## src/rtl/rd_track_pipe_pkg.sv

```systemverilog
// Shared definitions for the destination-register tracking pipeline:
// mode encoding, register index width, latch entry layout and bubble value.
package rd_track_pipe_pkg;

    localparam int REG_W = 5;

    localparam logic [1:0] MODE_RUN     = 2'd0;
    localparam logic [1:0] MODE_FREEZE  = 2'd1;
    localparam logic [1:0] MODE_FLUSH   = 2'd2;
    localparam logic [1:0] MODE_LOADUSE = 2'd3;

    typedef struct packed {
        logic             reg_wen;
        logic             mem_read;
        logic [REG_W-1:0] rd;
    } stage_t;

    localparam stage_t BUBBLE = '{reg_wen: 1'b0, mem_read: 1'b0, rd: '0};

    // x0 is hardwired to zero, so a load targeting it can never cause a hazard.
    function automatic logic load_use(input stage_t           idex,
                                      input logic [REG_W-1:0] rs1,
                                      input logic [REG_W-1:0] rs2,
                                      input logic             rs1_used,
                                      input logic             rs2_used);
        return idex.mem_read && (idex.rd != '0) &&
               ((rs1_used && (idex.rd == rs1)) || (rs2_used && (idex.rd == rs2)));
    endfunction

endpackage

```

## src/rtl/rd_track_pipe_if.sv

```systemverilog
// Bundle of decode-side inputs and tracking/forwarding outputs of
// rd_track_pipe. master = decode/forwarding side, slave = the tracker.
interface rd_track_pipe_if;
    import rd_track_pipe_pkg::*;

    logic             ID_RegWEN;
    logic             ID_MemRead;
    logic [REG_W-1:0] Rd_ID;
    logic [REG_W-1:0] Rs1_ID_Dec;
    logic [REG_W-1:0] Rs2_ID_Dec;
    logic             Rs1_Used;
    logic             Rs2_Used;
    logic             Flush;
    logic             Mem_Wait;
    logic             Cnt_Clr;

    logic             Stall;
    logic             EX_MEM_RegWEN;
    logic [REG_W-1:0] Rd_EX;
    logic             MEM_WB_RegWEN;
    logic [REG_W-1:0] Rd_MA;
    logic [31:0]      Cnt_LoadUse;
    logic [31:0]      Cnt_Flush;
    logic [31:0]      Cnt_MemWait;

    modport master (
        output ID_RegWEN, ID_MemRead, Rd_ID, Rs1_ID_Dec, Rs2_ID_Dec,
               Rs1_Used, Rs2_Used, Flush, Mem_Wait, Cnt_Clr,
        input  Stall, EX_MEM_RegWEN, Rd_EX, MEM_WB_RegWEN, Rd_MA,
               Cnt_LoadUse, Cnt_Flush, Cnt_MemWait
    );

    modport slave (
        input  ID_RegWEN, ID_MemRead, Rd_ID, Rs1_ID_Dec, Rs2_ID_Dec,
               Rs1_Used, Rs2_Used, Flush, Mem_Wait, Cnt_Clr,
        output Stall, EX_MEM_RegWEN, Rd_EX, MEM_WB_RegWEN, Rd_MA,
               Cnt_LoadUse, Cnt_Flush, Cnt_MemWait
    );

endinterface

```

## src/rtl/rd_track_pipe_latch.sv

```systemverilog
// rd_stage_latch: one pipeline latch entry {RegWEN, MemRead, Rd}.
// Control priority: hold (freeze) over bubble over load.
module rd_stage_latch
    import rd_track_pipe_pkg::*;
(
    input  logic   clk,
    input  logic   rst,
    input  logic   hold,
    input  logic   bubble,
    input  stage_t d,
    output stage_t q
);

    // Latch register: reset clears to a bubble, freeze wins over squash.
    always_ff @(posedge clk or posedge rst) begin
        if (rst) begin
            q <= BUBBLE;
        end else if (hold) begin
            q <= q;
        end else if (bubble) begin
            q <= BUBBLE;
        end else begin
            q <= d;
        end
    end

endmodule

```

## src/rtl/rd_track_pipe.sv

```systemverilog
// rd_track_pipe: carries Rd/RegWEN/MemRead through ID/EX, EX/MEM, MEM/WB,
// detects load-use hazards and applies flush and memory-wait freeze.
// Optional macro PERF_CNT_EN adds load-use/flush/mem-wait event counters;
// without it the counter outputs are tied to zero and Cnt_Clr is ignored.
module rd_track_pipe
    import rd_track_pipe_pkg::*;
(
    input logic           clk,
    input logic           rst,
    rd_track_pipe_if.slave bus
);

    stage_t     id_in;
    stage_t     idex_q;
    stage_t     exmem_q;
    stage_t     memwb_q;
    logic       lu;
    logic [1:0] mode;
    logic       freeze;
    logic       idex_bubble;

    assign id_in = '{reg_wen: bus.ID_RegWEN, mem_read: bus.ID_MemRead, rd: bus.Rd_ID};
    assign lu    = load_use(idex_q, bus.Rs1_ID_Dec, bus.Rs2_ID_Dec, bus.Rs1_Used, bus.Rs2_Used);

    // Per-cycle mode: memory wait freezes everything, then flush, then load-use.
    always_comb begin
        mode = MODE_RUN;
        if (bus.Mem_Wait) begin
            mode = MODE_FREEZE;
        end else if (bus.Flush) begin
            mode = MODE_FLUSH;
        end else if (lu) begin
            mode = MODE_LOADUSE;
        end
    end

    assign freeze      = (mode == MODE_FREEZE);
    assign idex_bubble = (mode == MODE_FLUSH) || (mode == MODE_LOADUSE);
    assign bus.Stall   = freeze || (mode == MODE_LOADUSE);

    rd_stage_latch u_idex (
        .clk    (clk),
        .rst    (rst),
        .hold   (freeze),
        .bubble (idex_bubble),
        .d      (id_in),
        .q      (idex_q)
    );

    rd_stage_latch u_exmem (
        .clk    (clk),
        .rst    (rst),
        .hold   (freeze),
        .bubble (1'b0),
        .d      (idex_q),
        .q      (exmem_q)
    );

    rd_stage_latch u_memwb (
        .clk    (clk),
        .rst    (rst),
        .hold   (freeze),
        .bubble (1'b0),
        .d      (exmem_q),
        .q      (memwb_q)
    );

    // MemRead only matters in ID/EX; the downstream copies are dropped.
    logic unused_mem_read;
    assign unused_mem_read = exmem_q.mem_read | memwb_q.mem_read;

    assign bus.EX_MEM_RegWEN = exmem_q.reg_wen;
    assign bus.Rd_EX         = exmem_q.rd;
    assign bus.MEM_WB_RegWEN = memwb_q.reg_wen;
    assign bus.Rd_MA         = memwb_q.rd;

`ifdef PERF_CNT_EN
    logic [31:0] cnt_lu;
    logic [31:0] cnt_fl;
    logic [31:0] cnt_mw;

    // Event counters: clear has priority, each mode bumps its own counter.
    always_ff @(posedge clk or posedge rst) begin
        if (rst) begin
            cnt_lu <= '0;
            cnt_fl <= '0;
            cnt_mw <= '0;
        end else if (bus.Cnt_Clr) begin
            cnt_lu <= '0;
            cnt_fl <= '0;
            cnt_mw <= '0;
        end else begin
            if (mode == MODE_LOADUSE) cnt_lu <= cnt_lu + 32'd1;
            if (mode == MODE_FLUSH)   cnt_fl <= cnt_fl + 32'd1;
            if (mode == MODE_FREEZE)  cnt_mw <= cnt_mw + 32'd1;
        end
    end

    assign bus.Cnt_LoadUse = cnt_lu;
    assign bus.Cnt_Flush   = cnt_fl;
    assign bus.Cnt_MemWait = cnt_mw;
`else
    logic unused_cnt_clr;
    assign unused_cnt_clr  = bus.Cnt_Clr;
    assign bus.Cnt_LoadUse = 32'd0;
    assign bus.Cnt_Flush   = 32'd0;
    assign bus.Cnt_MemWait = 32'd0;
`endif

endmodule

```

## src/flat_wrapper.sv

```systemverilog
// flat-port wrapper written by rule: the top's interface ports become plain ports
module rd_track_pipe_flat import rd_track_pipe_pkg::*;
  (clk, rst, bus_ID_RegWEN, bus_ID_MemRead, bus_Rd_ID, bus_Rs1_ID_Dec, bus_Rs2_ID_Dec, bus_Rs1_Used, bus_Rs2_Used, bus_Flush, bus_Mem_Wait, bus_Cnt_Clr, bus_Stall, bus_EX_MEM_RegWEN, bus_Rd_EX, bus_MEM_WB_RegWEN, bus_Rd_MA, bus_Cnt_LoadUse, bus_Cnt_Flush, bus_Cnt_MemWait);
  rd_track_pipe_if bus_i ();
  input logic clk;
  input logic rst;
  input wire logic [$bits(bus_i.ID_RegWEN)-1:0] bus_ID_RegWEN;
  input wire logic [$bits(bus_i.ID_MemRead)-1:0] bus_ID_MemRead;
  input wire logic [$bits(bus_i.Rd_ID)-1:0] bus_Rd_ID;
  input wire logic [$bits(bus_i.Rs1_ID_Dec)-1:0] bus_Rs1_ID_Dec;
  input wire logic [$bits(bus_i.Rs2_ID_Dec)-1:0] bus_Rs2_ID_Dec;
  input wire logic [$bits(bus_i.Rs1_Used)-1:0] bus_Rs1_Used;
  input wire logic [$bits(bus_i.Rs2_Used)-1:0] bus_Rs2_Used;
  input wire logic [$bits(bus_i.Flush)-1:0] bus_Flush;
  input wire logic [$bits(bus_i.Mem_Wait)-1:0] bus_Mem_Wait;
  input wire logic [$bits(bus_i.Cnt_Clr)-1:0] bus_Cnt_Clr;
  output wire logic [$bits(bus_i.Stall)-1:0] bus_Stall;
  output wire logic [$bits(bus_i.EX_MEM_RegWEN)-1:0] bus_EX_MEM_RegWEN;
  output wire logic [$bits(bus_i.Rd_EX)-1:0] bus_Rd_EX;
  output wire logic [$bits(bus_i.MEM_WB_RegWEN)-1:0] bus_MEM_WB_RegWEN;
  output wire logic [$bits(bus_i.Rd_MA)-1:0] bus_Rd_MA;
  output wire logic [$bits(bus_i.Cnt_LoadUse)-1:0] bus_Cnt_LoadUse;
  output wire logic [$bits(bus_i.Cnt_Flush)-1:0] bus_Cnt_Flush;
  output wire logic [$bits(bus_i.Cnt_MemWait)-1:0] bus_Cnt_MemWait;
  assign bus_i.ID_RegWEN = bus_ID_RegWEN;
  assign bus_i.ID_MemRead = bus_ID_MemRead;
  assign bus_i.Rd_ID = bus_Rd_ID;
  assign bus_i.Rs1_ID_Dec = bus_Rs1_ID_Dec;
  assign bus_i.Rs2_ID_Dec = bus_Rs2_ID_Dec;
  assign bus_i.Rs1_Used = bus_Rs1_Used;
  assign bus_i.Rs2_Used = bus_Rs2_Used;
  assign bus_i.Flush = bus_Flush;
  assign bus_i.Mem_Wait = bus_Mem_Wait;
  assign bus_i.Cnt_Clr = bus_Cnt_Clr;
  assign bus_Stall = bus_i.Stall;
  assign bus_EX_MEM_RegWEN = bus_i.EX_MEM_RegWEN;
  assign bus_Rd_EX = bus_i.Rd_EX;
  assign bus_MEM_WB_RegWEN = bus_i.MEM_WB_RegWEN;
  assign bus_Rd_MA = bus_i.Rd_MA;
  assign bus_Cnt_LoadUse = bus_i.Cnt_LoadUse;
  assign bus_Cnt_Flush = bus_i.Cnt_Flush;
  assign bus_Cnt_MemWait = bus_i.Cnt_MemWait;
  rd_track_pipe u_core (.clk(clk), .rst(rst), .bus(bus_i));
endmodule
```

## config.mk

```make
export PLATFORM = sky130hd
export DESIGN_NAME = rd_track_pipe_flat
export DESIGN_NICKNAME = d
export VERILOG_FILES = /design/src/rtl/rd_track_pipe_pkg.sv /design/src/rtl/rd_track_pipe_if.sv /design/src/rtl/rd_track_pipe_latch.sv /design/src/rtl/rd_track_pipe.sv /design/src/flat_wrapper.sv
export SDC_FILE = /design/constraint.sdc
export NUM_CORES = 1
export LEC_CHECK = 0
export ABC_AREA = 0
export BUFFER_PORTS_ARGS = -buffer_cell sky130_fd_sc_hd__buf_2
export CAP_MARGIN = 5
export CORE_UTILIZATION = 40
export DETAILED_ROUTE_END_ITERATION = 8
export PLACE_DENSITY = 0.9
export SETUP_SLACK_MARGIN = 0.5
export SLEW_MARGIN = 10
export SYNTH_ARGS = -nofsm -noshare
export SYNTH_HDL_FRONTEND = slang
export SYNTH_HIERARCHICAL = 1
export SYNTH_SLANG_ARGS = --single-unit
```

## constraint.sdc

```tcl
create_clock -name clk -period 2.3 [get_ports clk]
set_input_delay 0.115 -clock clk [delete_from_list [all_inputs] [get_ports clk]]
set_output_delay 0.115 -clock clk [all_outputs]
set_load 0.01 [all_outputs]
```

Word-level counts from Yosys, hierarchy flattened
Cells that the tools add are included.
{ "totals": {"register_bits": 19, "latch_bits": 0, "ram_bits": 0, "mem_bits_ro": 0, "inputBits": 24, "output_inout_bits": 109, "word_cells": 24, "memories": 0} }
{ "op_classes": {"n_addsub": 0, "mul": 0, "n_div": 0, "magnitude_cmp": 0, "eq_ne": 5, "shifts": 0, "n_mux": 4, "n_bitwise": 0, "n_reduce_logical": 8} }
{ "op_table": {"columns": ["cell", "count"], "rows": [
  ["$eq 5x5->1", 2],
  ["$mux 7", 1],
  ["$mux 2", 3],
  ["$reduce_bool 5->1", 1],
  ["$eq 2x2->1 const B", 2],
  ["$logic_and 1x1->1", 4],
  ["$logic_or 1x1->1", 3],
  ["$eq 2x1->1 const B", 1]
]} }

Logic depth before layout (Yosys ltp)
{ "logic_depth": {"depth_word": 10, "depth_mapped": 6, "depth_no_buf": 6} }

Cells and area by module
Netlist, hierarchy kept.
{ "modules_own_cells": {"columns": ["module", "instances", "cells_each", "area_per_inst_um2", "seq_area_each_um2"], "rows": [
  ["rd_track_pipe", 1, 118, 884.6, 0.0],
  ["rd_stage_latch", 3, 19, 269.0, 175.2]
]} }

Least setup slack after synthesis
OpenSTA, ideal clock, no wires.
{ "synth_timing": {"path_type": "register to register", "startpoint": "reg u_core/u_idex/q[4] (netlist bit)", "endpoint": "reg u_core/u_idex/q[2] (netlist bit)", "setup_time_ns": 0.121, "arrival_ns": 1.660, "t_required_ns": 2.179, "slack_ns": 0.519, "path_stages_with_launch": 7, "path_buffers": 0, "synth_period_minus_slack_ns": 1.781, "path_cell_list": "dfrtp_1 -> xor2_1 -> nor4_2 -> a32oi_1 -> o31ai_1 -> nor2_4 -> a22o_1"} }
{ "synth_between": {"elab_chain_cells": 10, "word_cells_on_any_way": 16, "cone_classes": "eq/ne (5); mux (4); reduce/logical (7)"} }
{ "synth_rtl": {"columns": ["element", "line_no", "rtl"], "rows": [
  ["start, declared", "rd_track_pipe_latch.sv:11", "output stage_t q"],
  ["start signal, assigned", "rd_track_pipe_latch.sv:19", "q <= q;"],
  ["$eq 5x5->1", "rd_track_pipe_pkg.sv:27", "((rs1_used && (idex.rd == rs1)) || (rs2_used && (idex.rd == rs2)));"],
  ["$logic_and 1x1->1", "rd_track_pipe_pkg.sv:27", null],
  ["$logic_or 1x1->1", "rd_track_pipe_pkg.sv:27", null],
  ["$logic_and 1x1->1 (*)", "rd_track_pipe_pkg.sv:26", "return idex.mem_read && (idex.rd != '0) &&"],
  ["$mux 2 (*)", "rd_track_pipe.sv:32", "end else if (lu) begin"],
  ["$mux 2 (*)", "rd_track_pipe.sv:30", "end else if (bus.Flush) begin"],
  ["$mux 2 (*)", "rd_track_pipe.sv:28", "if (bus.Mem_Wait) begin"],
  ["$eq 2x2->1", "rd_track_pipe.sv:38", "assign idex_bubble = (mode == MODE_FLUSH) || (mode == MODE_LOADUSE);"],
  ["$logic_or 1x1->1 (*)", "rd_track_pipe.sv:38", null],
  ["named net u_core.idex_bubble", "rd_track_pipe.sv:20", "logic idex_bubble;"],
  ["$mux 7 (*)", "rd_track_pipe_latch.sv:20", "end else if (bubble) begin"]
]} }
Mark *: on every way through the listed nets, which the timed path passes. The rest lies on a longest branch.
A chain may end at the register's enable or synchronous reset.

Final worst setup path
{ "layout_timing": {"startpoint": "reg u_core/u_idex/q[0] (netlist bit)", "endpoint": "reg u_core/u_idex/q[3] (netlist bit)"} }
The elaborated chain is that of the path after synthesis.

==> impl_table.tex <==
\begin{tabular}{lr}
\hline
Metric & Value \\
\hline
\multicolumn{2}{l}{\textbf{GRT}} \\
\quad Aggregate global-route resource usage & 10.74\% \\
\quad Maximum number of pins on one net before global-route repair & 26 \\
\quad Antenna violations before repair & 0 \\
\quad Aggregate global routing overflow & 0 \\
\quad Global-route wire length before repair & 3.512 mm \\
\quad Via count of the first global-routing pass & 777 \\
\multicolumn{2}{l}{\textbf{Synthesis}} \\
\quad Post-Syn Instances & 167 \\
\quad Mean cell area of the mapped netlist & 9.650 µm² \\
\quad Yosys warning count & 6 \\
\quad Netlist area before placement & 1612 µm² \\
\multicolumn{2}{l}{\textbf{Timing}} \\
\quad Fin Setup TNS & 0 ns \\
\quad Final critical delay including setup and external delays & 1.893 ns \\
\quad Setup-failing EPs final & 0 \\
\quad Worst max-slew margin expressed relative to the limit & 65.42\% \\
\quad Clock Skew & 0.002988 ns \\
\quad Worst Hold Slack & 0.08107 ns \\
\quad FMAX & 528.4 MHz \\
\quad Post-route fraction of the period consumed by the critical path & 82.29\% \\
\quad Least-Margin Pin Slew & 0.5187 ns \\
\quad Max-slew violations & 0 \\
\quad Unrepaired setup endpoints after global routing & true \\
\quad Hold violation count in the final report & 0 \\
\multicolumn{2}{l}{\textbf{Clock network}} \\
\quad CTS Root Buffer Type & sky130\_fd\_sc\_hd\_\_clkbuf\_8 \\
\quad Max Root-Sink Buffers & 2 \\
\quad Clock sink count & 19 \\
\quad CTS tree & built \\
\quad Inserted Clock Buffers & 3 \\
\quad Later-pin clock latency in the skew report & 0.25 ns \\
\quad CTS HTree Levels & 1 \\
\quad Clock slew at the register clock pins of the worst setup and hold paths & 0.07 ns \\
\multicolumn{2}{l}{\textbf{Cells and area}} \\
\quad Layout Area Growth over Synthesis & -3.494\% \\
\quad Count of fill cells added during filler insertion & 425 \\
\quad Diode count & 0 \\
\quad Nets@finish & 231 \\
\quad Fraction of final layout cells with drive strength greater than 1 & 24.27\% \\
\multicolumn{2}{l}{\textbf{Die}} \\
\quad IO Count & 133 \\
\quad Horiz. Die Dim & 65.48 µm \\
\quad Initial Util & 42.73\% \\
\quad Standard cell core area & 3771 µm² \\
\quad Height of the die & 65.48 µm \\
\quad Die Footprint & 4287 µm² \\
\quad Number of core rows & 22 \\
\multicolumn{2}{l}{\textbf{Detailed routing}} \\
\quad Via/cell ratio & 3.697 \\
\quad Wire length on met2 & 1.265 mm \\
\quad DR WL met3 & 217 µm \\
\quad Remaining DRCs & 0 \\
\quad Drt pass-1 iters & 2 \\
\quad Routed via count & 939 \\
\quad Met1 routed wirelength after detailed routing & 871 µm \\
\quad Routed wire per std cell & 9.370 µm \\
\quad Wire length reported by the detailed router & 2.380 mm \\
\quad DR top layer & met4 \\
\quad Iteration-0 DRC count of the detailed router & 24 \\
\quad Number of nets still failing antenna checks after routing & 0 \\
\multicolumn{2}{l}{\textbf{Placed design}} \\
\quad Buffers added on ports & 35 \\
\quad Final HPWL from detailed placement & 1.961 mm \\
\quad Final weighted congestion of routability-driven global placement & 0.6748 \\
\multicolumn{2}{l}{\textbf{Run}} \\
\quad Max-cap violation count & 0 \\
\multicolumn{2}{l}{\textbf{Power}} \\
\quad Worst VDD drop & 0.2006 mV \\
\quad Final total power & 0.8191 mW \\
\quad Power per cell area & 526.7 nW/µm² \\
\quad Reported leakage power & 0.9172 nW \\
\multicolumn{2}{l}{\textbf{Outcome}} \\
\quad Result of the run & complete, no violations \\
\multicolumn{2}{l}{\textbf{Worst setup path}} \\
\quad Crit-path max FO & 6 \\
\quad Type of the setup path with the least slack & register to register \\
\quad Arrival time worst endpoint & 2.03 ns \\
\quad Capturing element type of the critical path & register \\
\quad Worst setup SP type & register \\
\quad Required time of the critical path & 2.44 ns \\
\multicolumn{2}{l}{\textbf{Min path}} \\
\quad Class of the tightest hold or removal check & primary input to register \\
\hline
\end{tabular}
==> registers in the layout (all words and copies together) (netlist names) <==
register	cells
u_core/u_exmem/q	6
u_core/u_memwb/q	6
u_core/u_idex/q	7
==> worst max-delay path: stages (launching register included) <==
cell and delay, ns:
sky130_fd_sc_hd__dfrtp_2 0.45, sky130_fd_sc_hd__xor2_2 0.16, sky130_fd_sc_hd__nor4_2 0.30, sky130_fd_sc_hd__a32oi_2 0.18, sky130_fd_sc_hd__buf_4 0.17, sky130_fd_sc_hd__o31ai_4 0.24
sky130_fd_sc_hd__nor2_4 0.08, sky130_fd_sc_hd__a22o_1 0.20
==> where the power goes <==
part	switching, mW	internal (mW)	total, mW
clock network	0.100	0.123	0.223
registers	0.0273	0.361	0.389
logic	0.139	0.0683	0.207
==> cell usage in the layout (no fill, tap or decap) <==
cell,count
sky130_fd_sc_hd__clkbuf_8,3
sky130_fd_sc_hd__xor2_2,1
sky130_fd_sc_hd__buf_4,2
sky130_fd_sc_hd__clkbuf_1,1
sky130_fd_sc_hd__a32oi_2,1
sky130_fd_sc_hd__o31ai_1,1
sky130_fd_sc_hd__xnor2_1,2
sky130_fd_sc_hd__nor4_1,1
sky130_fd_sc_hd__conb_1,98
sky130_fd_sc_hd__o21ai_1,2
sky130_fd_sc_hd__xor2_1,7
sky130_fd_sc_hd__nand2_1,2
sky130_fd_sc_hd__dfrtp_1,16
sky130_fd_sc_hd__a22o_1,18
sky130_fd_sc_hd__and2_0,1
sky130_fd_sc_hd__or4_1,1
sky130_fd_sc_hd__inv_1,4
sky130_fd_sc_hd__o31ai_4,1
sky130_fd_sc_hd__nor2_4,3
sky130_fd_sc_hd__dfrtp_2,3
sky130_fd_sc_hd__dlygate4sd3_1,1
sky130_fd_sc_hd__nor4_2,1
sky130_fd_sc_hd__nand2b_1,1
sky130_fd_sc_hd__buf_2,35
==> routing by layer <==
metal  vias to the layer above  GRT usage [%]
met5                         -              0
met4                         0          4.891
met3                         5          3.125
met2                        64          17.27
met1                       440          13.15
li1                        430              -
==> area by class of cell <==
class	count	area [µm²]	share of cell area, %
clock buffer	4	45.04	2.896
inverter	4	15.01	0.9654
multi-input combinational	141	755.7	48.59
sequential	19	479.2	30.81
tap	48	60.06	3.862
timing repair buffer	38	200.2	12.87
==> through the flow <==
| step | setup WS (ns) | instance area [µm²] | utilization, % | instances |
|---|---|---|---|---|
| 2_1_floorplan | 0.5189 | 1976 | - | 264 |
| 4_1_cts | 0.3944 | 1531 | 40.61 | 253 |
| 5_1_grt | 0.2693 | 1555 | 41.24 | 254 |
| 6_report | 0.4074 | 1555 | 41.24 | 254 |
| 3_3_place_gp | 0.3295 | 1453 | 38.52 | 247 |
| 3_5_place_dp | 0.2710 | 1453 | 38.52 | 247 |
==> worst paths after layout <==
kind,from,end,slack (ns),cells past startpoint
worst max-delay path,u_core/u_idex/q[0],u_core/u_idex/q[3],0.41,7
worst min-delay path,bus_Rd_ID[2],u_core/u_idex/q[2],0.08,2
worst max register to register,u_core/u_idex/q[0],u_core/u_idex/q[3],0.41,7
worst min register to register,u_core/u_memwb/q[1],u_core/u_memwb/q[1],0.50,1
max in group asynchronous,rst,u_core/u_idex/q[0],1.72,3
min in group asynchronous,rst,u_core/u_exmem/q[2],0.34,3
==> repair_timing <==
action | CTS | global route
endpoints found under the setup margin | 8 | 8
hold endpoints to repair | 19 | 0
resized for setup | 5 | 3
hold buffers | 1 | 0
setup buffers | 1 | 1
pin swaps | 4 | 7
Note: power is estimated with default switching activity, not from simulation.
